File: src/rtl/aes_mux_pkg.sv
// Shared definitions for the AES cipher request multiplexer: FSM states,
// request packing offsets and response error-bit position.
package aes_mux_pkg;

   typedef enum logic [1:0] {
      ST_IDLE,
      ST_ISSUE,
      ST_WAIT,
      ST_DELIVER
   } state_e;

   localparam int OP_LSB    = 0;
   localparam int OP_W      = 2;
   localparam int STATE_LSB = 2;
   localparam int STATE_W   = 128;
   localparam int REQ_W     = OP_W + STATE_W;
   localparam int ERR_BIT   = 128;
   localparam int RES_W     = STATE_W + 1;

endpackage

File: src/rtl/aes_ch_fifo.sv
// Per-channel request FIFO: power-of-two depth, wrapping pointers,
// combinational head output.
module aes_ch_fifo #(
   parameter int WIDTH = 130,
   parameter int DEPTH = 2
) (
   input  logic             clk_i,
   input  logic             rst_i,
   input  logic             push_i,
   input  logic [WIDTH-1:0] data_i,
   input  logic             pop_i,
   output logic [WIDTH-1:0] data_o,
   output logic             full_o,
   output logic             empty_o
);
   localparam int PW = $clog2(DEPTH);
   localparam int CW = PW + 1;

   logic [WIDTH-1:0] mem_q [DEPTH];
   logic [PW-1:0]    wr_q;
   logic [PW-1:0]    rd_q;
   logic [CW-1:0]    cnt_q;

   always_ff @(posedge clk_i or posedge rst_i) begin
      if (rst_i) begin
         wr_q  <= '0;
         rd_q  <= '0;
         cnt_q <= '0;
      end else begin
         if (push_i) wr_q <= wr_q + PW'(1);
         if (pop_i)  rd_q <= rd_q + PW'(1);
         case ({push_i, pop_i})
            2'b10:   cnt_q <= cnt_q + CW'(1);
            2'b01:   cnt_q <= cnt_q - CW'(1);
            default: cnt_q <= cnt_q;
         endcase
      end
   end

   always_ff @(posedge clk_i) begin
      if (push_i) mem_q[wr_q] <= data_i;
   end

   assign data_o  = mem_q[rd_q];
   assign full_o  = (cnt_q == CW'(DEPTH));
   assign empty_o = (cnt_q == '0);

endmodule

File: src/rtl/aes_cipher_mux_wrapper.sv
// Round-robin multiplexer sharing one AES cipher core among NUM_CH request
// channels, with per-channel FIFOs and a core-response timeout.
module aes_cipher_mux_wrapper
   import aes_mux_pkg::*;
#(
   parameter int NUM_CH     = 4,
   parameter int FIFO_DEPTH = 2,
   parameter int TIMEOUT    = 64
) (
   input  logic                    clk_i,
   input  logic                    rst_i,
   input  logic [NUM_CH-1:0]       _ep_crypt_valid,
   output logic [NUM_CH-1:0]       _ep_crypt_ack,
   input  logic [NUM_CH*REQ_W-1:0] _ep_crypt_0,
   output logic [NUM_CH-1:0]       _ep_crypt_res_valid,
   input  logic [NUM_CH-1:0]       _ep_crypt_res_ack,
   output logic [RES_W-1:0]        _ep_crypt_res_0,
   output logic                    _core_req_valid,
   input  logic                    _core_req_ack,
   output logic [REQ_W-1:0]        _core_req_0,
   input  logic                    _core_res_valid,
   output logic                    _core_res_ack,
   input  logic [STATE_W-1:0]      _core_res_0
);
   localparam int CH_W = $clog2(NUM_CH);
   localparam int TW   = $clog2(TIMEOUT + 1);

   logic [NUM_CH-1:0] full, empty, push, pop;
   logic [REQ_W-1:0]  head [NUM_CH];

   state_e            state_q;
   logic [CH_W-1:0]   owner_q, rr_ptr_q, grant;
   logic              grant_vld;
   logic [REQ_W-1:0]  req_q;
   logic [STATE_W-1:0] res_q;
   logic              err_q, drop_q;
   logic [TW-1:0]     cnt_q;
   logic              res_take, timed_out;

   // Acks are forced low while reset is held so nothing is accepted into a clearing FIFO.
   assign _ep_crypt_ack = ~full & {NUM_CH{~rst_i}};
   assign push          = _ep_crypt_valid & _ep_crypt_ack;
   assign pop           = (state_q == ST_IDLE && grant_vld) ? (NUM_CH'(1) << grant) : '0;

   for (genvar c = 0; c < NUM_CH; c++) begin : g_ch
      aes_ch_fifo #(.WIDTH(REQ_W), .DEPTH(FIFO_DEPTH)) u_fifo (
         .clk_i   (clk_i),
         .rst_i   (rst_i),
         .push_i  (push[c]),
         .data_i  (_ep_crypt_0[c*REQ_W +: REQ_W]),
         .pop_i   (pop[c]),
         .data_o  (head[c]),
         .full_o  (full[c]),
         .empty_o (empty[c])
      );
   end

   always_comb begin
      logic [CH_W:0]   sum;
      logic [CH_W-1:0] idx;
      grant     = rr_ptr_q;
      grant_vld = 1'b0;
      sum       = '0;
      idx       = '0;
      // Walk from the farthest offset back so the nearest non-empty channel wins.
      for (int i = NUM_CH - 1; i >= 0; i--) begin
         sum = {1'b0, rr_ptr_q} + (CH_W+1)'(i);
         if (sum >= (CH_W+1)'(NUM_CH)) sum = sum - (CH_W+1)'(NUM_CH);
         idx = sum[CH_W-1:0];
         if (!empty[idx]) begin
            grant     = idx;
            grant_vld = 1'b1;
         end
      end
   end

   // A result seen while a timed-out one is still owed belongs to the old request.
   assign res_take  = _core_res_valid && !drop_q;
   assign timed_out = (cnt_q == TW'(TIMEOUT - 1));

   always_ff @(posedge clk_i or posedge rst_i) begin
      if (rst_i) begin
         state_q  <= ST_IDLE;
         owner_q  <= '0;
         rr_ptr_q <= '0;
         err_q    <= 1'b0;
         drop_q   <= 1'b0;
         cnt_q    <= '0;
      end else begin
         if (_core_res_valid && _core_res_ack && drop_q) drop_q <= 1'b0;
         case (state_q)
            ST_IDLE: begin
               if (grant_vld) begin
                  owner_q <= grant;
                  state_q <= ST_ISSUE;
               end
            end
            ST_ISSUE: begin
               if (_core_req_ack) begin
                  cnt_q   <= '0;
                  state_q <= ST_WAIT;
               end
            end
            ST_WAIT: begin
               if (res_take) begin
                  err_q   <= 1'b0;
                  state_q <= ST_DELIVER;
               end else if (timed_out) begin
                  err_q   <= 1'b1;
                  drop_q  <= 1'b1;
                  state_q <= ST_DELIVER;
               end else begin
                  cnt_q <= cnt_q + TW'(1);
               end
            end
            ST_DELIVER: begin
               if (_ep_crypt_res_ack[owner_q]) begin
                  rr_ptr_q <= (owner_q == CH_W'(NUM_CH - 1)) ? '0 : owner_q + CH_W'(1);
                  state_q  <= ST_IDLE;
               end
            end
            default: state_q <= ST_IDLE;
         endcase
      end
   end

   always_ff @(posedge clk_i) begin
      if (state_q == ST_IDLE && grant_vld) req_q <= head[grant];
      if (state_q == ST_WAIT) begin
         if (res_take)       res_q <= _core_res_0;
         else if (timed_out) res_q <= '0;
      end
   end

   assign _core_req_valid = (state_q == ST_ISSUE);
   assign _core_req_0     = req_q;
   assign _core_res_ack   = (state_q == ST_WAIT) ||
                            (drop_q && (state_q == ST_IDLE || state_q == ST_ISSUE));
   assign _ep_crypt_res_valid = (state_q == ST_DELIVER) ? (NUM_CH'(1) << owner_q) : '0;
   assign _ep_crypt_res_0[ERR_BIT]       = err_q;
   assign _ep_crypt_res_0[STATE_W-1:0]   = res_q;

endmodule
File: config.mk
export PLATFORM = sky130hd
export DESIGN_NAME = aes_cipher_mux_wrapper
export DESIGN_NICKNAME = d
export VERILOG_FILES = /design/src/rtl/aes_mux_pkg.sv /design/src/rtl/aes_ch_fifo.sv /design/src/rtl/aes_cipher_mux_wrapper.sv
export SDC_FILE = /design/constraint.sdc
export NUM_CORES = 1
export LEC_CHECK = 0
export CAP_MARGIN = 20
export CORE_AREA = 5 5 356 358
export DETAILED_ROUTE_END_ITERATION = 12
export DIE_AREA = 0 0 361 363
export GPL_TIMING_DRIVEN = 0
export PLACE_DENSITY = 0.64
export SLEW_MARGIN = 15
export SYNTH_ARGS = -nofsm -noshare
export SYNTH_HDL_FRONTEND = slang
export SYNTH_SLANG_ARGS = --single-unit
File: constraint.sdc
create_clock -name clk_i -period 12.55 [get_ports clk_i]
set_clock_uncertainty 0.2 [all_clocks]
set_input_delay 3.1375 -clock clk_i [delete_from_list [all_inputs] [get_ports clk_i]]
set_output_delay 3.1375 -clock clk_i [all_outputs]
set_load 0.005 [all_outputs]
==> impl_results.md <==
- TritonCTS Buffers: 141
- Synth unique cells: 52
- Max_cap viols: 0
- Syn_area_per_cell: 17.4 µm²
- Multi-input gate area: 10,700 µm²
- Initial antenna violation count: 91
- Placeable Area: 123,000 µm²
- First drt pass iteration count: 5
- Critical path class: in -> out
- Vias in the first global route: 32,000
- Achievable Freq: 125 MHz
- Main flop type after synthesis: edfxtp_1
- Clock slew at reported path FFs: 0.05 ns
- Post-synth ARST share: 2.33%
- Sequential element share of the synthesized area: 77.6%
- Pins over their slew limit: 0
- Post-Syn Area: 51,300 µm²
- Fin. Hold Viols: 0
- Die area: 131,000 µm²
- Starting DRT DRC Count: 2,713
- Cts repair resizes: 0
- # rows: 129
- Synth top area share: 76.1%
- DR vias/cell: 5.26
- CTS max path bufs: 3
- Outcome: finished, final reports clean
- Cts hold-fix bufs: 0
- Hold Path Origin: g_ch[1].u_fifo.cnt_q[1]
- Post-synthesis adder-cell area fraction: 0.342%
- Hold Path Class: reg -> reg
- Final core utilization: 55.7%
- RePlAce Congestion: 0.903
- Dpl ws: 4.54 ns
- Worst slew pin tran: 1.10 ns
- Area Overhead vs Synth: 33.6%
- #FFs+latches synth: 1,329
- Congestion Overflow GR: 0
- Leak pwr: 0.0241 µW
- CTS tree: built
- Nets@finish: 4,741
- Clock Latency Late Sink: 0.77 ns
- Crit path time final: 8.02 ns
- CTS sink count: 1,329
- Final WS setup: 4.53 ns
- Storage cell area: 39,800 µm²
- Drt total wl: 175 mm
- Post-synth EDFFs: 1,298
- Worst vdd ir: 0.000141 V
- Post-route ant nets: 0
- Largest net degree at the start of global routing: 59
- Critical path startpoint: rst_i
- Post-Synth Simple-Gate Area: 4.99%
- Post-CTS setup buffer count: 0
- PortBufs: 928
- Critical path arrival: 4.68 ns
- RSZ-0062 raised after global routing: no
- H-tree depth: 4
- Remaining DRCs: 0
- Post-DP HPWL: 130 mm
- Critical path startpoint category: primary input
- Multiplexer area fraction after synthesis: 10.3%
- Initial Utilization: 41.7%
- Fin Hold WS: 0.317 ns
- Post-Synth XOR/XNOR Area: 0.410%
- Max-slew headroom: 26.6%
- I/O pin cnt: 929
- Largest family of logic cells by synthesized area: multiplexers
- Origin of the critical flop-to-flop path: g_ch[1].u_fifo.rd_q
- Wire per inst: 29.9 µm
- Most area-hungry cell type in the Yosys netlist: edfxtp_1
- Final period util: 63.9%
- GRT Overall Usage: 25.9%
- Most frequent cell after synthesis: edfxtp_1
- Clock Tree Root: clkbuf_16
- Syn nets: 3,618
- Pwr/cell area: 243 nW/µm²
- Via count: 30,800
- Layout cells sized above 1: 9.01%
- First-pass GRT wire length: 238 mm
- Synth Area in Compound Gates: 4.75%
- DIE WIDTH: 361 µm
- Crit end category: output pin
- Setup_tns: 0 ns
- Die height: 363 µm
- Cell count after synthesis: 2,944
- Top cells by area, synth: edfxtp_1, mux2i_1, nand2_1, a32o_1, and2_1
- Final Setup Violations: 0
- Fill count: 9,840
- Req. time, crit path: 9.21 ns
- Synth warn: 0
- Commonest cells in the netlist: edfxtp_1, mux2i_1, nand2_1
- Crit-path max FO: 5
registers in the layout (all words and copies together) (netlist names), 2 cells and up:
signal / count
state_q: 2
res_q: 128
rr_ptr_q: 2
g_ch.u_fifo.cnt_q: 8
cnt_q: 7
owner_q: 2
g_ch.u_fifo.rd_q: 4
g_ch.u_fifo.mem_q: 1040
_core_req_0: 130
g_ch.u_fifo.wr_q: 4
per-layer routing:
| layer | part of all wire (%) | global-route usage [%] |
|---|---|---|
| met1 | 35 | 28.7 |
| met2 | 51 | 45.1 |
| met3 | 9.9 | 9.68 |
| met4 | 3.9 | 10.9 |
| met5 | 0.27 | 0 |
critical path: stages:
cell	delay (ns)
clkdlybuf4s50_1	0.54
a21oi_1	0.30
clkdlybuf4s50_1	0.70
layout make-up:
class	count	share of cell area, %
Buffer	164	1.16
Clock buffer	179	5.50
Inverter	16	0.0877
Sequential cell	1329	58.1
Multi-Input combinational cell	1435	15.7
Tap cell	1637	2.99
Clock inverter	68	0.970
Antenna cell	52	0.190
Timing Repair Buffer	980	15.4
logic make-up (layout without fill, tap and decap cells):
logic type                 count (synthesis)  count (layout)
buffers and inverters                    180            1407
and+or+nand+nor                          576             576
xor gates and xnor gates                  24              24
muxes                                    525             525
other                                      0              52
DFF                                     1329            1329
adders and majority gates                 14              14
AOI/OAI and AO/OA                        296             296
where the power goes:
part | leakage, µW | switching (µW) | total (µW) | internal (µW)
clock | 0.00216 | 1740 | 4050 | 2320
sequential | 0.0123 | 292 | 6250 | 5960
combinational | 0.00966 | 3820 | 6350 | 2530
cells in the final DEF (no fill, tap or decap), drive strengths merged, types with 52 or more instances in the layout:
| cell type | instances |
|---|---|
| nand2 | 401 |
| edfxtp | 1298 |
| mux2i | 520 |
| a32o | 130 |
| clkdlybuf4s50 | 928 |
| and2 | 133 |
| buf | 109 |
| clkbuf | 286 |
| diode | 52 |
| a21oi | 139 |
worst paths after layout:
check	cells past startpoint	slack [ns]	endpoint
setup / recovery	3	4.53	_ep_crypt_ack[2]
hold / removal	1	0.32	g_ch[1].u_fifo.cnt_q[1]
setup reg to reg	6	8.78	_core_req_0[65]
hold reg to reg	1	0.32	g_ch[1].u_fifo.cnt_q[1]
max in group asynchronous	2	8.91	cnt_q[6]
min in group asynchronous	2	2.79	g_ch[3].u_fifo.cnt_q[1]
through the flow:
step	total power (µW)	std cells	instance area, µm²
detailed placement	12700	5561	63900
floorplan	9760	2944	51300
global route	17300	5833	68400
CTS	16800	5808	68300
finish	16700	5860	68500
global placement	12700	5509	62600
No activity file was read; power rests on OpenSTA's default activity.
